## src/rtl/vga_digit_display.sv

```systemverilog
// VGA 640x480 timing plus NDIG coloured seven-segment digits drawn from frame-latched inputs.
// One-cycle registered output latency; free-running, no backpressure.
module vga_digit_display #(
  parameter int HPIXELS      = 800,
  parameter int VLINES       = 521,
  parameter int HPULSE       = 96,
  parameter int VPULSE       = 2,
  parameter int HBP          = 144,
  parameter int HFP          = 784,
  parameter int VBP          = 31,
  parameter int VFP          = 511,
  parameter int NDIG         = 6,
  parameter int DIG_W        = 80,
  parameter int DIG_H        = 165,
  parameter int SEG_T        = 5,
  parameter int X0           = 0,
  parameter int Y0           = 255,
  parameter int BLINK_FRAMES = 30
) (
  input  logic                dclk,
  input  logic                clr,
  input  logic [4*NDIG-1:0]   digits,
  input  logic [NDIG-1:0]     blank_mask,
  input  logic [NDIG-1:0]     blink_mask,
  output logic                hsync,
  output logic                vsync,
  output logic [2:0]          red,
  output logic [2:0]          green,
  output logic [1:0]          blue,
  output logic                frame_start
);

  localparam int HW = $clog2(HPIXELS);
  localparam int VW = $clog2(VLINES);
  localparam int FW = $clog2(BLINK_FRAMES + 1);
  localparam int M  = (DIG_H - SEG_T) / 2;

  if (X0 + NDIG * DIG_W > HFP - HBP || Y0 + DIG_H > VFP - VBP) begin : g_bad_geometry
    $error("digit block does not fit inside the active area");
  end

  logic [HW-1:0]     hc;
  logic [VW-1:0]     vc;
  logic [FW-1:0]     fcnt;
  logic              blink_phase;
  logic [4*NDIG-1:0] sh_digits;
  logic [NDIG-1:0]   sh_blank;
  logic [NDIG-1:0]   sh_blink;
  logic [7:0]        rgb_n;

  // Bit order {g,f,e,d,c,b,a}; codes above 9 show a dash.
  function automatic logic [6:0] seg_pattern(input logic [3:0] code);
    case (code)
      4'd0:    return 7'b0111111;
      4'd1:    return 7'b0000110;
      4'd2:    return 7'b1011011;
      4'd3:    return 7'b1001111;
      4'd4:    return 7'b1100110;
      4'd5:    return 7'b1101101;
      4'd6:    return 7'b1111101;
      4'd7:    return 7'b0000111;
      4'd8:    return 7'b1111111;
      4'd9:    return 7'b1101111;
      default: return 7'b1000000;
    endcase
  endfunction

  function automatic logic [6:0] seg_region(input int x, input int y);
    logic [6:0] r;
    r[0] = (y < SEG_T);
    r[1] = (x >= DIG_W - SEG_T) && (y >= SEG_T) && (y < M);
    r[2] = (x >= DIG_W - SEG_T) && (y >= M + SEG_T) && (y < DIG_H - SEG_T);
    r[3] = (y >= DIG_H - SEG_T);
    r[4] = (x < SEG_T) && (y >= M + SEG_T) && (y < DIG_H - SEG_T);
    r[5] = (x < SEG_T) && (y >= SEG_T) && (y < M);
    r[6] = (y >= M) && (y < M + SEG_T);
    return r;
  endfunction

  function automatic logic [7:0] colour(input int idx);
    case (idx % 6)
      0:       return 8'b111_111_11;
      1:       return 8'b111_111_00;
      2:       return 8'b000_111_11;
      3:       return 8'b000_111_00;
      4:       return 8'b111_000_11;
      default: return 8'b111_000_00;
    endcase
  endfunction

  always_comb begin : render
    int lx;
    int ly;
    int hci;
    int vci;
    rgb_n = '0;
    hci   = int'(hc);
    vci   = int'(vc);
    ly    = vci - VBP - Y0;
    lx    = 0;
    for (int i = 0; i < NDIG; i++) begin
      lx = hci - HBP - X0 - i * DIG_W;
      if (lx >= 0 && lx < DIG_W && ly >= 0 && ly < DIG_H &&
          !sh_blank[i] && !(sh_blink[i] && blink_phase) &&
          |(seg_region(lx, ly) & seg_pattern(sh_digits[4*i +: 4])))
        rgb_n = rgb_n | colour(i);
    end
    if (!(hci >= HBP && hci < HFP && vci >= VBP && vci < VFP))
      rgb_n = '0;
  end

  always_ff @(posedge dclk) begin
    if (clr) begin
      hc          <= '0;
      vc          <= '0;
      fcnt        <= '0;
      blink_phase <= 1'b0;
      sh_digits   <= '0;
      sh_blank    <= '1;
      sh_blink    <= '0;
      hsync       <= 1'b0;
      vsync       <= 1'b0;
      red         <= '0;
      green       <= '0;
      blue        <= '0;
      frame_start <= 1'b0;
    end else begin
      hsync       <= (hc >= HW'(HPULSE));
      vsync       <= (vc >= VW'(VPULSE));
      frame_start <= (hc == '0) && (vc == '0);
      red         <= rgb_n[7:5];
      green       <= rgb_n[4:2];
      blue        <= rgb_n[1:0];
      if (hc == HW'(HPIXELS - 1)) begin
        hc <= '0;
        if (vc == VW'(VLINES - 1)) begin
          vc <= '0;
          // Latch inputs only between frames so a frame never tears.
          sh_digits <= digits;
          sh_blank  <= blank_mask;
          sh_blink  <= blink_mask;
          if (fcnt == FW'(BLINK_FRAMES - 1)) begin
            fcnt        <= '0;
            blink_phase <= ~blink_phase;
          end else begin
            fcnt <= fcnt + FW'(1);
          end
        end else begin
          vc <= vc + VW'(1);
        end
      end else begin
        hc <= hc + HW'(1);
      end
    end
  end

endmodule

```

## config.mk

```make
export PLATFORM = sky130hd
export DESIGN_NAME = vga_digit_display
export DESIGN_NICKNAME = d
export VERILOG_FILES = /design/src/rtl/vga_digit_display.sv
export SDC_FILE = /design/constraint.sdc
export NUM_CORES = 1
export LEC_CHECK = 0
export BUFFER_PORTS_ARGS = -buffer_cell sky130_fd_sc_hd__buf_2
export CAP_MARGIN = 20
export CORE_ASPECT_RATIO = 0.75
export CORE_MARGIN = 2
export CORE_UTILIZATION = 50
export DETAILED_ROUTE_END_ITERATION = 8
export GPL_TIMING_DRIVEN = 1
export HOLD_SLACK_MARGIN = 0.06
export PLACE_DENSITY = 0.71
export RECOVER_POWER = 50
export SYNTH_ARGS = -nofsm -noshare
export SYNTH_HDL_FRONTEND = slang
export SYNTH_SLANG_ARGS = --single-unit
```

## constraint.sdc

```tcl
create_clock -name dclk -period 3.65 [get_ports dclk]
set_clock_uncertainty 0.1 [all_clocks]
set_input_delay 0.1825 -clock dclk [delete_from_list [all_inputs] [get_ports dclk]]
set_output_delay 0.1825 -clock dclk [all_outputs]
set_load 0.01 [all_outputs]
```

==> impl_results.md, run 1 <==
* Status: completed
* Measured slew at the worst slew-check pin at 626 ps
* Crit path DAT at 3620 ps
* GRT Residual Overflow at 0
* Final min period at 3490 ps
* Port Buffers at 48
* Distinct cells, synth at 77
* Syn nets at 958
* Setup violations, final at 0
* Post-synthesis sequential area ratio at 32.0%
* Die Y at 106 µm
* Crit-path cells: buf_4 -> ha_1 -> o21a_1 -> a31o_1 -> a221o_1 -> a211oi_2 -> or4b_4 -> nand4_1 -> inv_2 -> a22oi_2 -> nor2_1 -> o311ai_2 -> a31oi_1
* Pwr per Cell Area at 284 nW/µm²
* Async set or reset register ratio after synthesis at 0%
* Syn Std Cell Area at 6880 µm²
* Area Overhead vs Synth at 19.6%
* Peak Freq at 0.287 GHz
* Crit Path Category: reg -> reg
* Number of global-route vias before repair at 5749
* Crit path to: green[1]
* Total die area at 14700 µm²
* Initial antenna violation count at 0
* Synthesized flop and latch total at 110
* Beginning of the critical path: vc[1]
* Core area at 13600 µm²
* Worst slew margin at 58.3%
* Final Hold Fails at 0
* Post-route cell area at 8230 µm²
* FILL cells at 1219
* CTS root buf: clkbuf_16
* EDFF count, synth at 0
* Fin crit share at 95.5%
* Fin nets at 1052
* Worst path max stage delay at 520 ps
* Average instance area after synthesis at 8.01 µm²
* Top Metal Used: met4
* Max Buffers Root-to-Sink at 2
* Largest net degree at the start of global routing at 29
* Initial core utilization at 50.7%
* CTS buffer count at 9
* Share of layout cells above drive strength 1 at 16.5%
* Leading area contributor after synthesis: dfxtp_1
* Post-DP HPWL at 13400 µm
* Row count at 37
* Main area contributors after synthesis: dfxtp_1 (32%), ha_1 (11%), nand2_1 (6.6%)
* P_leak at 0.00334 µW
* Final Core Density at 60.7%
* Gp weighted congestion at 0.980
* Cell area after placement at 7550 µm²
* Setup WS post-layout at 163 ps
* Max_cap viols at 0
* Tot GR Track Use at 24.7%
* Die X at 139 µm
* Post-Route M1 WL at 9110 µm
* Worst reg2reg path depth at 13
* Worst Path Required at 3780 ps
* Worst vdd ir at 252 µV
* Instance count of the mapped netlist at 859
* Worst r2r src: vc[1]
* R2r endpoint: green[1]
* Metal2 WL at 7450 µm
* Hold Path Class: in -> reg
* Dpl cells at 1088
* Synth warn at 0
* Internal reg-to-reg setup slack at 160 ps
* Top Ports at 49
* Critical Path Start Type: register
* Via count at 6407
* Ys flop type: dfxtp_1
* DR vias/cell at 5.65
* Post-Route WL at 18100 µm
* Drt initial violations at 511
* Most common cell in the netlist: nand2_1
* Worst setup EP type: register
* Slew Limit Fails at 0
* Antenna Nets Post-Route at 0
* CP max stage cell: or4b_4
* Pre-CTS WS at -10.0 ps
* Area share of the leading cell type in the synthesized netlist at 32.0%
* Crit Path Max Fanout at 5
* DR WL/cell at 16.0 µm
* Synth top cells by count: nand2_1 (121), dfxtp_1 (110), a21oi_1 (62)
* Sum Neg Setup Slack at 0 ps
* CTS tree: built
* DRT Pass-1 Iters at 5
* First-pass GRT wire length at 29500 µm
* Htree depth at 3
* Met3 wire length at 1240 µm
* Fin cells at 1133
* Ant. Diodes at 0
* Clk sinks at 110
* Residual DRC count at 0
* Skew-Pair Late Insertion Delay at 360 ps
* Clk slew on worst S/H paths at 80 ps
[how the worst min path moves through the flow]
stage	end	depth (start not counted)	start
after CTS	sh_digits[6]	3	digits[6]
after global routing	sh_digits[6]	3	digits[6]
after detailed placement	sh_blank[5]	3	blank_mask[5]
after global placement	sh_blank[2]	3	blank_mask[2]
final	sh_digits[6]	3	digits[6]
after floorplan	sh_blank[1]	2	blank_mask[1]
[cells by family (layout without fill, tap and decap cells)]
family / Yosys count / in the layout / synth area share [%]
compound gates: 231 / 231 / 22.2
mux: 17 / 17 / 2.49
simple gates: 317 / 317 / 22.6
fa+ha+maj: 61 / 61 / 11.1
xor+xnor: 32 / 32 / 4.07
buf+inv: 91 / 190 / 5.49
flops: 110 / 110 / 32.0
[critical path: cells and delay by family, from the launching register on]
family	cells	cell delay, ps
AND/OR/NAND/NOR	3	790
buffers and inverters	2	230
adder cells (fa/ha/maj)	1	240
flip-flops	1	350
AO/OA/AOI/OAI	7	1660
[where the power goes]
| part | internal [µW] | switching [µW] | total [µW] |
|---|---|---|---|
| combinational | 40.7 | 34.2 | 74.9 |
| sequential | 1200 | 5.71 | 1210 |
| clock | 556 | 499 | 1050 |
| total | 1800 | 539 | 2340 |
[final cells by class]
class / count / area [µm²] / area share [%]
timing repair buffer: 131 / 915 / 11.1
clock buffer: 9 / 225 / 2.74
inverter: 43 / 161 / 1.96
sequential: 110 / 2210 / 26.8
tap: 175 / 219 / 2.66
multi-input combinational: 658 / 4410 / 53.5
clock inverter: 7 / 96.3 / 1.17
[stage by stage]
| step | hold slack (ps) | total power, µW |
|---|---|---|
| 6_report | 154 | 2340 |
| 5_1_grt | 159 | 2420 |
| 4_1_cts | 133 | 2360 |
| 3_5_place_dp | 295 | 1290 |
| 3_3_place_gp | 292 | 1290 |
| 2_1_floorplan | 207 | 1260 |
[routing by layer]
layer / up-vias / track usage (%)
met5: - / 0
met4: 0 / 6.57
met3: 27 / 4.95
met2: 223 / 35.0
met1: 2919 / 37.7
li1: 3238 / -
[cell usage in the layout, fill, tap and decap left out, types with 4 or more instances in the layout]
master,count
nand2_1,120
dfxtp_1,106
a21oi_1,60
o21ai_0,59
ha_1,59
buf_4,56
nor2_1,54
buf_2,37
nand3_1,34
inv_1,33
dlygate4sd3_1,24
xnor2_1,20
nor3_1,19
mux2i_1,16
o22ai_1,15
nand4_1,15
a22oi_1,13
clkbuf_1,13
xor2_1,11
a31oi_1,11
a21boi_0,9
nor2b_1,9
clkbuf_16,9
inv_2,8
and3_1,8
nand2b_1,7
or2_2,7
and2_1,6
o211ai_1,5
a21o_1,5
nand3b_1,5
or2_1,4
o21a_1,4
dfxtp_2,4
[repair_timing]
action	4_1_cts	5_1_grt
endpoints found under the setup margin	2	3
hold endpoints to repair	24	0
gates cloned	0	0
pin swaps	0	12
setup buffers	1	4
gates resized for setup	0	24
hold buffers	24	0
Power figures use the tool's default switching activity.
==> run 2: changes to the inputs <==
- CORE_MARGIN: 2 -> default
==> impl_results.md, run 2 (synthesis results as in run 1) <==
* Cell internal pwr at 1870 µW
* Gp weighted congestion at 0.961
* Psw at 521 µW
* Initial antenna violation count at 0
* Pwr per Cell Area at 292 nW/µm²
* Crit Path Max Fanout at 7
* Ant. Diodes at 0
* Setup violations, final at 0
* GRT busiest layer: met2
* Sequential power share at 50.4%
* Worst setup EP type: register
* Share of layout cells above drive strength 1 at 16.2%
* DR vias/cell at 5.75
* Fin nets at 1048
* DRT Pass-1 Iters at 5
* Status: completed
* Tot GR Track Use at 26.0%
* Worst reg2reg path depth at 11
* Commonest non-fill, non-tap cell in the layout: nand2_1
* Residual DRC count at 0
* Top Ports at 49
* Die Y at 104 µm
* Area Overhead vs Synth at 19.3%
* Slew Limit Fails at 0
* Max_cap viols at 0
* CTS tree: built
* Hold Path Class: in -> reg
* Crit Path Category: reg -> reg
* Htree depth at 3
* Fin crit share at 97.6%
* Final min period at 3560 ps
* CTS buffer count at 9
* Largest net degree at the start of global routing at 34
* Max Buffers Root-to-Sink at 2
* Measured slew at the worst slew-check pin at 741 ps
* Die X at 137 µm
* Commonest cells after routing, fill and taps aside: nand2_1 (121), dfxtp_1 (106), a21oi_1 (59)
* Hold Path End: sh_digits[12]
* Port Buffers at 48
* Worst r2r src: vc[5]
* Skew-Pair Late Insertion Delay at 360 ps
* R2r endpoint: red[1]
* Row count at 36
* Worst Path Required at 3830 ps
* Total die area at 14200 µm²
* Final Hold Fails at 0
* Cell area after placement at 7540 µm²
* First-pass GRT wire length at 29300 µm
* CTS root buf: clkbuf_16
* Met3 usage at 5.14%
* Via count at 6465
* Worst Hold Depth at 3
* Worst vdd ir at 208 µV
* P_leak at 0.00336 µW
* Sw frac at 21.8%
* Hold path start: digits[12]
* DR WL/cell at 16.0 µm
* Met2 GRT Util at 38.3%
* Worst slew margin at 50.6%
* GRT Residual Overflow at 0
* Crit path DAT at 3750 ps
* Post-Route WL at 18000 µm
* M1 GR Usage at 38.3%
* Part of the power in the clock network at 46.4%
* Sum Neg Setup Slack at 0 ps
* Initial core utilization at 52.1%
* Antenna Nets Post-Route at 0
* Drt initial violations at 529
* Core area at 13200 µm²
* Internal reg-to-reg setup slack at 90 ps
* Unrepaired setup endpoints after global routing: true
* Logic pwr share at 3.1%
* Critical Path Start Type: register
* Number of global-route vias before repair at 5913
* Post-DP HPWL at 13300 µm
* Peak Freq at 0.281 GHz
* Clk sinks at 110
* Post-route cell area at 8210 µm²
* Clk slew on worst S/H paths at 80 ps
run 2: per-layer routing:
layer,share of wire [%],wire (µm)
met5,0,0
met4,1.3,232
met3,5.0,894
met2,43,7780
met1,51,9090
run 2: through the flow:
stage / std cells / util [%] / setup WS (ps) / hold WS [ps] / power [µW]
CTS: 1123 / 61.4 / 33.2 / 73.3 / 2410
detailed placement: 1084 / 57.1 / 10.7 / 297 / 1290
floorplan: 859 / - / 31.6 / 207 / 1260
global placement: 1084 / 57.1 / 145 / 294 / 1290
finish: 1125 / 62.2 / 87.1 / 92.5 / 2390
global route: 1125 / 62.2 / -43.5 / 89.5 / 2470
run 2: layout make-up:
type                            instances  area, µm²
Fill cell                            1164       4990
Multi-Input combinational cell        658       4400
Sequential cell                       110       2210
Timing Repair Buffer                  127        890
Clock buffer                           11        243
Tap cell                              171        214
Inverter                               43        161
Clock inverter                          5       88.8
run 2: power by group through the flow:
stage,Sequential (µW),Clock (µW),Combinational [µW]
2_1_floorplan,1230,0,26.6
3_3_place_gp,1240,0,55.5
3_5_place_dp,1240,0,56.1
4_1_cts,1210,1130,74.9
5_1_grt,1210,1180,83.1
6_report,1210,1110,75.4
run 2: critical path, stage by stage, from the launching register on:
cell and delay, ps:
dfxtp_1 310, or4_1 640, a21o_1 250, xor2_1 260
nor3_1 90, o31ai_1 410, nand4_1 360, nor2_4 310
a22oi_1 140, a211o_1 330, and2_4 140, o22ai_1 130
run 2: worst max-delay path by stage:
stage | to | from | depth (start not counted)
2_1_floorplan | red[1] | hc[5] | 16
3_3_place_gp | green[1] | vc[1] | 11
3_5_place_dp | red[1] | vc[1] | 12
4_1_cts | blue[0] | vc[1] | 13
5_1_grt | red[1] | vc[1] | 13
6_report | red[1] | vc[5] | 11
run 2: what timing repair did:
action | in CTS | in global routing
setup endpoints to repair | 3 | 3
hold buffers | 23 | 0
endpoints found under the hold margin | 23 | 0
setup buffers | 0 | 2
pin swaps | 2 | 9
resized for setup | 0 | 27
==> run 3: changes to the inputs <==
- BUFFER_PORTS_ARGS: -buffer_cell sky130_fd_sc_hd__buf_2 -> -buffer_cell sky130_fd_sc_hd__buf_4
==> impl_results.md, run 3 (synthesis results as in run 1) <==
* Status: completed
* Met3 usage at 4.36%
* Die Y at 104 µm
* Commonest cells after routing, fill and taps aside: nand2_1 (120), dfxtp_1 (110), buf_4 (85)
* Crit Path Max Fanout at 6
* CTS tree: built
* Met2 GRT Util at 37.2%
* Final Hold Fails at 0
* Fin nets at 1045
* Sw frac at 22.3%
* Number of global-route vias before repair at 5677
* Largest net degree at the start of global routing at 64
* M1 GR Usage at 39.2%
* Initial antenna violation count at 0
* Max Buffers Root-to-Sink at 2
* Internal reg-to-reg setup slack at 170 ps
* DRT Pass-1 Iters at 5
* Die X at 137 µm
* Clk slew on worst S/H paths at 70 ps
* Final min period at 3480 ps
* Pwr per Cell Area at 275 nW/µm²
* CTS root buf: clkbuf_16
* Core area at 13200 µm²
* Drt initial violations at 634
* P_leak at 0.00333 µW
* Max_cap viols at 0
* Worst vdd ir at 222 µV
* DR WL/cell at 15.9 µm
* Share of layout cells above drive strength 1 at 15.2%
* Worst Path Required at 3830 ps
* DR vias/cell at 5.69
* CTS buffer count at 9
* Measured slew at the worst slew-check pin at 845 ps
* Commonest non-fill, non-tap cell in the layout: nand2_1
* Critical Path Start Type: register
* Final Hold Slack at 198 ps
* Ant. Diodes at 0
* Psw at 504 µW
* Clk sinks at 110
* Logic pwr share at 3.7%
* Residual DRC count at 0
* Worst slew margin at 43.6%
* Htree depth at 3
* Skew-Pair Late Insertion Delay at 360 ps
* Top Ports at 49
* First-pass GRT wire length at 29000 µm
* Slew Limit Fails at 0
* Crit Path Category: reg -> reg
* Antenna Nets Post-Route at 0
* Setup violations, final at 0
* Gp weighted congestion at 0.951
* GRT Residual Overflow at 0
* Total power at 2260 µW
* GRT busiest layer: met1
* Post-Route WL at 17800 µm
* Fin crit share at 95.3%
* Hold Path Class: in -> reg
* Port Buffers at 48
* Crit path DAT at 3660 ps
* Via count at 6381
* Sum Neg Setup Slack at 0 ps
* Part of the power in the clock network at 42.7%
* Post-DP HPWL at 13000 µm
* Peak Freq at 0.288 GHz
* Initial core utilization at 52.1%
* Total die area at 14200 µm²
* Worst setup EP type: register
* Row count at 36
* Tot GR Track Use at 25.8%
* Sequential power share at 53.5%
* Cell internal pwr at 1750 µW
* Unrepaired setup endpoints after global routing: false
* Area Overhead vs Synth at 19.1%
==> run 3: changes by cell type in the layout (fill, tap and decap cells not counted), sizes merged <==
cell	delta
clkbuf	+1
clkinvlp	+1
bufinv	-2
buf	-5
dlygate4sd3	+1
==> run 3: cell type report <==
class / instances / area (µm²)
repair buffers: 124 / 951
flip-flops and latches: 110 / 2200
fillers: 1190 / 5000
clock buffers: 11 / 253
multi-input cells: 658 / 4380
inverters: 43 / 161
clock inverters: 4 / 30.0
well taps: 171 / 214
==> run 3: repair_timing <==
item                                    in CTS  in global routing
endpoints found under the setup margin       0                  3
hold buffers                                24                  0
endpoints found under the hold margin       24                  0
setup buffers                                0                  2
gates resized for setup                      0                 18
==> run 3: power by group through the flow <==
stage	clock network [µW]	logic, µW	registers [µW]
finish	965	84.1	1210
global route	1030	91.1	1210
CTS	980	84.4	1210
detailed placement	0	63.7	1240
global placement	0	63.4	1240
floorplan	0	26.6	1230
==> run 3: per-stage QoR <==
stage	std cells	setup WS, ps	utilization [%]	instance area (µm²)
CTS	1119	78.4	61.8	8160
global route	1121	21.1	62.1	8200
floorplan	859	31.6	-	6880
global placement	1080	148	57.8	7630
finish	1121	173	62.1	8200
detailed placement	1080	94.4	57.8	7630
==> run 3: layer usage <==
layer  up-vias  part of all wire, %
met5         -                    0
met4         0                  1.2
met3        24                  6.0
met2       194                   43
met1      2947                   50
li1       3216                    -
==> run 3: path summary, 6_finish.rpt <==
check,from,endpoint,cells after the start
min,digits[6],register,4
max,hc[4],red[1],15
min reg2reg,sh_digits[16],sh_digits[16],2
max reg2reg,hc[4],red[1],15
==> run 3: critical path, stage by stage, from the launching register on <==
cell and delay (ps):
dfxtp_1 320, inv_1 80, clkbuf_1 330, ha_1 340, ha_1 220, nor2b_1 160
or2_2 270, mux2i_1 150, mux2i_1 120, nand4bb_1 260, a21boi_0 210, a32o_1 190
nand3_1 90, a41o_1 280, and2_4 160, o22ai_1 140
